[src/rtl/sum_bcd_converter.sv]
// Sequential double-dabble converter: turns the registered adder Sum into packed BCD,
// one bit per clock, with a Start/Busy/Done handshake and a captured overflow flag.
module sum_bcd_converter #(
    parameter int unsigned WIDTH  = 16,
    parameter int unsigned DIGITS = 5
) (
    input  logic                  Clk,
    input  logic                  Reset,
    input  logic                  Start,
    input  logic [WIDTH-1:0]      Bin,
    input  logic                  Ovf_In,
    output logic                  Busy,
    output logic                  Done,
    output logic                  Valid,
    output logic [4*DIGITS-1:0]   Bcd,
    output logic                  Ovf_Out
);

    localparam int unsigned BCD_W = 4 * DIGITS;
    localparam int unsigned CNT_W = $clog2(WIDTH + 1);

    typedef enum logic [1:0] {
        IDLE   = 2'd0,
        SHIFT  = 2'd1,
        FINISH = 2'd2
    } state_t;

    state_t             state_q, state_d;
    logic [WIDTH-1:0]   shift_q, shift_d;
    logic [BCD_W-1:0]   scratch_q, scratch_d;
    logic [CNT_W-1:0]   cnt_q, cnt_d;
    logic               hold_q, hold_d;
    logic               busy_d, done_d, valid_d, ovf_d;
    logic [BCD_W-1:0]   bcd_d;
    logic [BCD_W-1:0]   adj;

    // State and datapath registers; reset discards any partial conversion
    always_ff @(posedge Clk or posedge Reset) begin
        if (Reset) begin
            state_q   <= IDLE;
            shift_q   <= '0;
            scratch_q <= '0;
            cnt_q     <= '0;
            hold_q    <= 1'b0;
            Busy      <= 1'b0;
            Done      <= 1'b0;
            Valid     <= 1'b0;
            Bcd       <= '0;
            Ovf_Out   <= 1'b0;
        end else begin
            state_q   <= state_d;
            shift_q   <= shift_d;
            scratch_q <= scratch_d;
            cnt_q     <= cnt_d;
            hold_q    <= hold_d;
            Busy      <= busy_d;
            Done      <= done_d;
            Valid     <= valid_d;
            Bcd       <= bcd_d;
            Ovf_Out   <= ovf_d;
        end
    end

    // Next-state, add-3 correction and shift logic
    always_comb begin
        state_d   = state_q;
        shift_d   = shift_q;
        scratch_d = scratch_q;
        cnt_d     = cnt_q;
        hold_d    = hold_q;
        busy_d    = Busy;
        done_d    = 1'b0;
        valid_d   = Valid;
        bcd_d     = Bcd;
        ovf_d     = Ovf_Out;
        adj       = scratch_q;

        // Any digit >= 5 would overflow past 9 when doubled, so pre-correct by +3
        for (int i = 0; i < int'(DIGITS); i++) begin
            if (adj[4*i +: 4] >= 4'd5) begin
                adj[4*i +: 4] = adj[4*i +: 4] + 4'd3;
            end
        end

        case (state_q)
            IDLE: begin
                if (Start) begin
                    shift_d   = Bin;
                    hold_d    = Ovf_In;
                    scratch_d = '0;
                    cnt_d     = CNT_W'(WIDTH);
                    busy_d    = 1'b1;
                    state_d   = SHIFT;
                end
            end
            SHIFT: begin
                scratch_d = {adj[BCD_W-2:0], shift_q[WIDTH-1]};
                shift_d   = {shift_q[WIDTH-2:0], 1'b0};
                cnt_d     = cnt_q - CNT_W'(1);
                if (cnt_q == CNT_W'(1)) begin
                    state_d = FINISH;
                end
            end
            FINISH: begin
                bcd_d   = scratch_q;
                ovf_d   = hold_q;
                valid_d = 1'b1;
                done_d  = 1'b1;
                busy_d  = 1'b0;
                state_d = IDLE;
            end
            default: begin
                state_d = IDLE;
            end
        endcase
    end

endmodule

[config.mk]
export PLATFORM = sky130hd
export DESIGN_NAME = sum_bcd_converter
export DESIGN_NICKNAME = d
export VERILOG_FILES = /design/src/rtl/sum_bcd_converter.sv
export SDC_FILE = /design/constraint.sdc
export NUM_CORES = 1
export LEC_CHECK = 0
export BUFFER_PORTS_ARGS = -buffer_cell sky130_fd_sc_hd__buf_2
export CORE_MARGIN = 2
export CORE_UTILIZATION = 50
export CTS_CLUSTER_SIZE = 16
export DETAILED_ROUTE_END_ITERATION = 8
export GPL_TIMING_DRIVEN = 0
export PLACE_DENSITY = 0.71
export RECOVER_POWER = 100
export SETUP_SLACK_MARGIN = 0.05
export SYNTH_ARGS = -nofsm -noshare
export SYNTH_HDL_FRONTEND = slang
export SYNTH_SLANG_ARGS = --single-unit
[constraint.sdc]
create_clock -name Clk -period 2.1 [get_ports Clk]
set_input_delay 0.315 -clock Clk [delete_from_list [all_inputs] [get_ports Clk]]
set_output_delay 0.315 -clock Clk [all_outputs]
set_load 0.01 [all_outputs]
==> results.ini <==
[pwr]
leakagePower_uw=0.001655
clock_power_share_pct=18.7
p_switching_uw=1903
power.density_cell_area_mw_per_mm2=1428
power_frac_comb_pct=37.5
switching_share_pct=37.90
internal_power_uw=3118
vdd_drop_max_uv=573.5
pwr-share-seq_pct=43.9

[grt]
grt.overflow.total=0
grt_first_pass_wirelength_mm=10.36
gr-usage-all-layers_pct=20.77
via_count_of_the_first_global_routing_pass=2160
antenna_found_initial=0
grt_max_degree=69

[clock_network]
clkSinkCount=68
source_to_sink_clock_delay_at_the_later_pin_of_the_worst_skew_pair_ns=0.34
tritoncts=built
post_cts_resize_count=0
clk_path_buf_depth=2
cts_setup_buffers=0
cts.reportedPaths.clkPinSlew_ns=0.06
cts.hold.buffers_added=0
cts-root-buf=clkbuf_8
tritoncts.num_buffers=9
cts_htree_levels=3

[worst_setup_path]
worst-path-buf-inv=3
critPathArrivalTime_ns=1.97
crit_path_start_kind=flop
critical_path.reg2reg.startpoint=state_q[0]
critical_path_required_ns=2.29
setup_slack_of_the_most_critical_reg_to_reg_path_ns=0.31
largest_delay_share_family_worst_path=buffers and inverters
cp_common_cell=clkbuf_1
timing_worst_setup_path_type=reg2reg
cp_max_fo=10
crit-reg2reg-capture=scratch_q[1]
critical_path.slowest_cell=clkbuf_1
critical_path.cell_chain=buf_6, nand2b_2, clkbuf_1, clkbuf_1, o21ai_0
reg2regPathDepth=5
critical-path-max-stage-delay_ns=0.45
type_of_element_capturing_the_critical_path=flop

[floorplanning]
boundaryPins=44
die_height_um=82.62
placementRows=28
die_area_mm2=0.006826
floorplan.core_area_mm2=0.005956
effective_utilization_at_floorplan_pct=51.89
floorplan.die.width_um=82.62

[yosys]
synth_common_cells=dfrtp_1, nand2_1, o21ai_0, a22oi_1, inv_1
postSynthCellCount=291
synth_area_leader_cell=dfrtp_1
post-synth-top-area-fraction_pct=55.06
synth_seq_area_share_pct=55.06
synth_top_flop_cell=dfrtp_1
netlist_area_mm2=0.003090
synth_area_leaders=dfrtp_1, o21ai_0, nand2_1, ha_1, mux2_2
synth_edf_count=0
most_repeated_cell_in_the_gate_level_netlist_after_synthesis=dfrtp_1
synth_cell_types=33
postSynthRegisterBits=68
synthesized_nets=323
number_of_warning_messages_in_the_yosys_log=0
synth.avg_cell_area_um2=10.62
ys_async_sr_fraction_pct=100.0

[final_layout]
design.final.nets=377
areaGrowthSynthToFinish_pct=13.81
antenna_cells_inserted=0
layout.core_utilization_pct=59.05
fin_area_mm2=0.003517
fill_cells=537
post_route_cells_drive_above_1_share_pct=15.19

[sta]
drv_slew=0
fmax_ghz=0.5601
final.period_utilization_pct=85.02
finalSetupTns_ns=0
report.final.hold_viol_count=0
setup_viol=0
timing.clock.skew_ns=0.007393
worst_slew_pin_slew_ns=1.383
whs_ns=0.1730
worst_slew_margin_rel_pct=7.831
timing.final.crit_period_ns=1.785
rsz0062_at_grt=no

[route]
first_pass_iters=4
viasPerCell=5.408
vias=2293
routed_wire_length_per_instance_um=14.47
detail_route.drc_violations=0
initialDrtViolationCount=110
drt-total-wl_mm=6.136
ant_nets=0

[status]
run_status=completed

[hold_path]
hold_depth=3
hold_end=hold_q
hold_start=Ovf_In
min_path_type=in2reg

[placed_design]
placed_area_mm2=0.003402
hpwl_mm=4.199
place.port_buffers=43
place_congestion=0.7623

[flow_run]
max_cap_viol_count=0

cell usage in the layout, fill, tap and decap left out, types with 2 or more instances in the layout:
| cell type | synthesis | routed |
|---|---|---|
| mux2i_1 | 6 | 6 |
| buf_2 | 7 | 22 |
| xor2_1 | 3 | 3 |
| inv_1 | 14 | 13 |
| clkbuf_8 | 0 | 11 |
| ha_1 | 12 | 12 |
| a21oi_1 | 7 | 7 |
| nand2_1 | 45 | 45 |
| a22o_1 | 6 | 6 |
| nand3_1 | 7 | 7 |
| clkinv_2 | 0 | 2 |
| o21ai_0 | 44 | 44 |
| clkbuf_1 | 6 | 38 |
| nor2_1 | 3 | 3 |
| nand2b_1 | 8 | 8 |
| o31ai_1 | 4 | 4 |
| a22oi_1 | 14 | 14 |
| xnor2_1 | 5 | 5 |
| mux2_2 | 11 | 11 |
| nor2b_1 | 1 | 2 |
| nor3_1 | 6 | 6 |
| dfrtp_1 | 68 | 68 |
cell families after synthesis:
kind of cell               count (synthesis)  share of synthesized area (%)
and+or+nand+nor                           79                          12.43
muxes                                     17                          5.952
DFF                                       68                          55.06
adders and majority gates                 12                          4.858
xor gates and xnor gates                   8                          2.267
AOI/OAI and AO/OA                         77                          14.98
buffers and inverters                     30                          4.453
worst register-to-register path: stages, from the launching register on:
cell,delay [ns]
dfrtp_1,0.39
buf_6,0.15
nand2b_2,0.06
clkbuf_1,0.40
clkbuf_1,0.45
o21ai_0,0.20
how the worst max path moves through the flow:
stage	startpoint	endpoint	slack, ns	cells past startpoint
after global placement	Reset	Bcd[12]	-0.79	2
after floorplan	Reset	Bcd[0]	0.07	1
final	state_q[0]	scratch_q[1]	0.31	5
after CTS	state_q[0]	Bcd[3]	0.47	4
after detailed placement	state_q[0]	Bcd[3]	0.48	4
after global routing	state_q[0]	scratch_q[9]	0.17	5
flip-flops by register name, indices dropped and copies added, names as in the netlist:
name	cells
Bcd	20
scratch_q	20
shift_q	16
cnt_q	5
state_q	2
Busy	1
Done	1
Ovf_Out	1
Valid	1
hold_q	1
cell type report:
type / count / area (µm²) / share of cell area [%]
well taps: 75 / 93.84 / 2.668
clock buffers: 13 / 158.9 / 4.518
clock inverters: 2 / 10.01 / 0.2846
repair buffers: 43 / 185.2 / 5.265
inverters: 14 / 52.55 / 1.494
plain buffers: 16 / 71.32 / 2.028
multi-input cells: 193 / 1244 / 35.36
flip-flops and latches: 68 / 1702 / 48.38
per-stage QoR:
stage          std cells  worst slack [ns]  power, µW
6_report             424            0.3147       5021
5_1_grt              424            0.1688       5488
4_1_cts              424            0.4699       5150
3_3_place_gp         409           -0.7868       4095
3_5_place_dp         409            0.4814       4197
2_1_floorplan        291           0.07349       3585
power groups by stage:
| stage | logic, µW | clock network [µW] | registers, µW |
|---|---|---|---|
| 4_1_cts | 1990 | 966 | 2190 |
| 3_3_place_gp | 1900 | 0 | 2190 |
| 3_5_place_dp | 1980 | 0 | 2210 |
| 5_1_grt | 2170 | 1040 | 2280 |
| 6_report | 1880 | 937 | 2200 |
| 2_1_floorplan | 1360 | 0 | 2220 |
metal layers:
metal | vias to the layer above | share of wire (%) | global-route usage, % | routed length, µm
met5 | - | 0 | 0 | 0
met4 | 0 | 1.3 | 7.213 | 80
met3 | 9 | 5.0 | 7.391 | 308
met2 | 50 | 46 | 30.56 | 2799
met1 | 1122 | 48 | 28.51 | 2947
li1 | 1112 | - | - | -
Power figures use the tool's default switching activity.
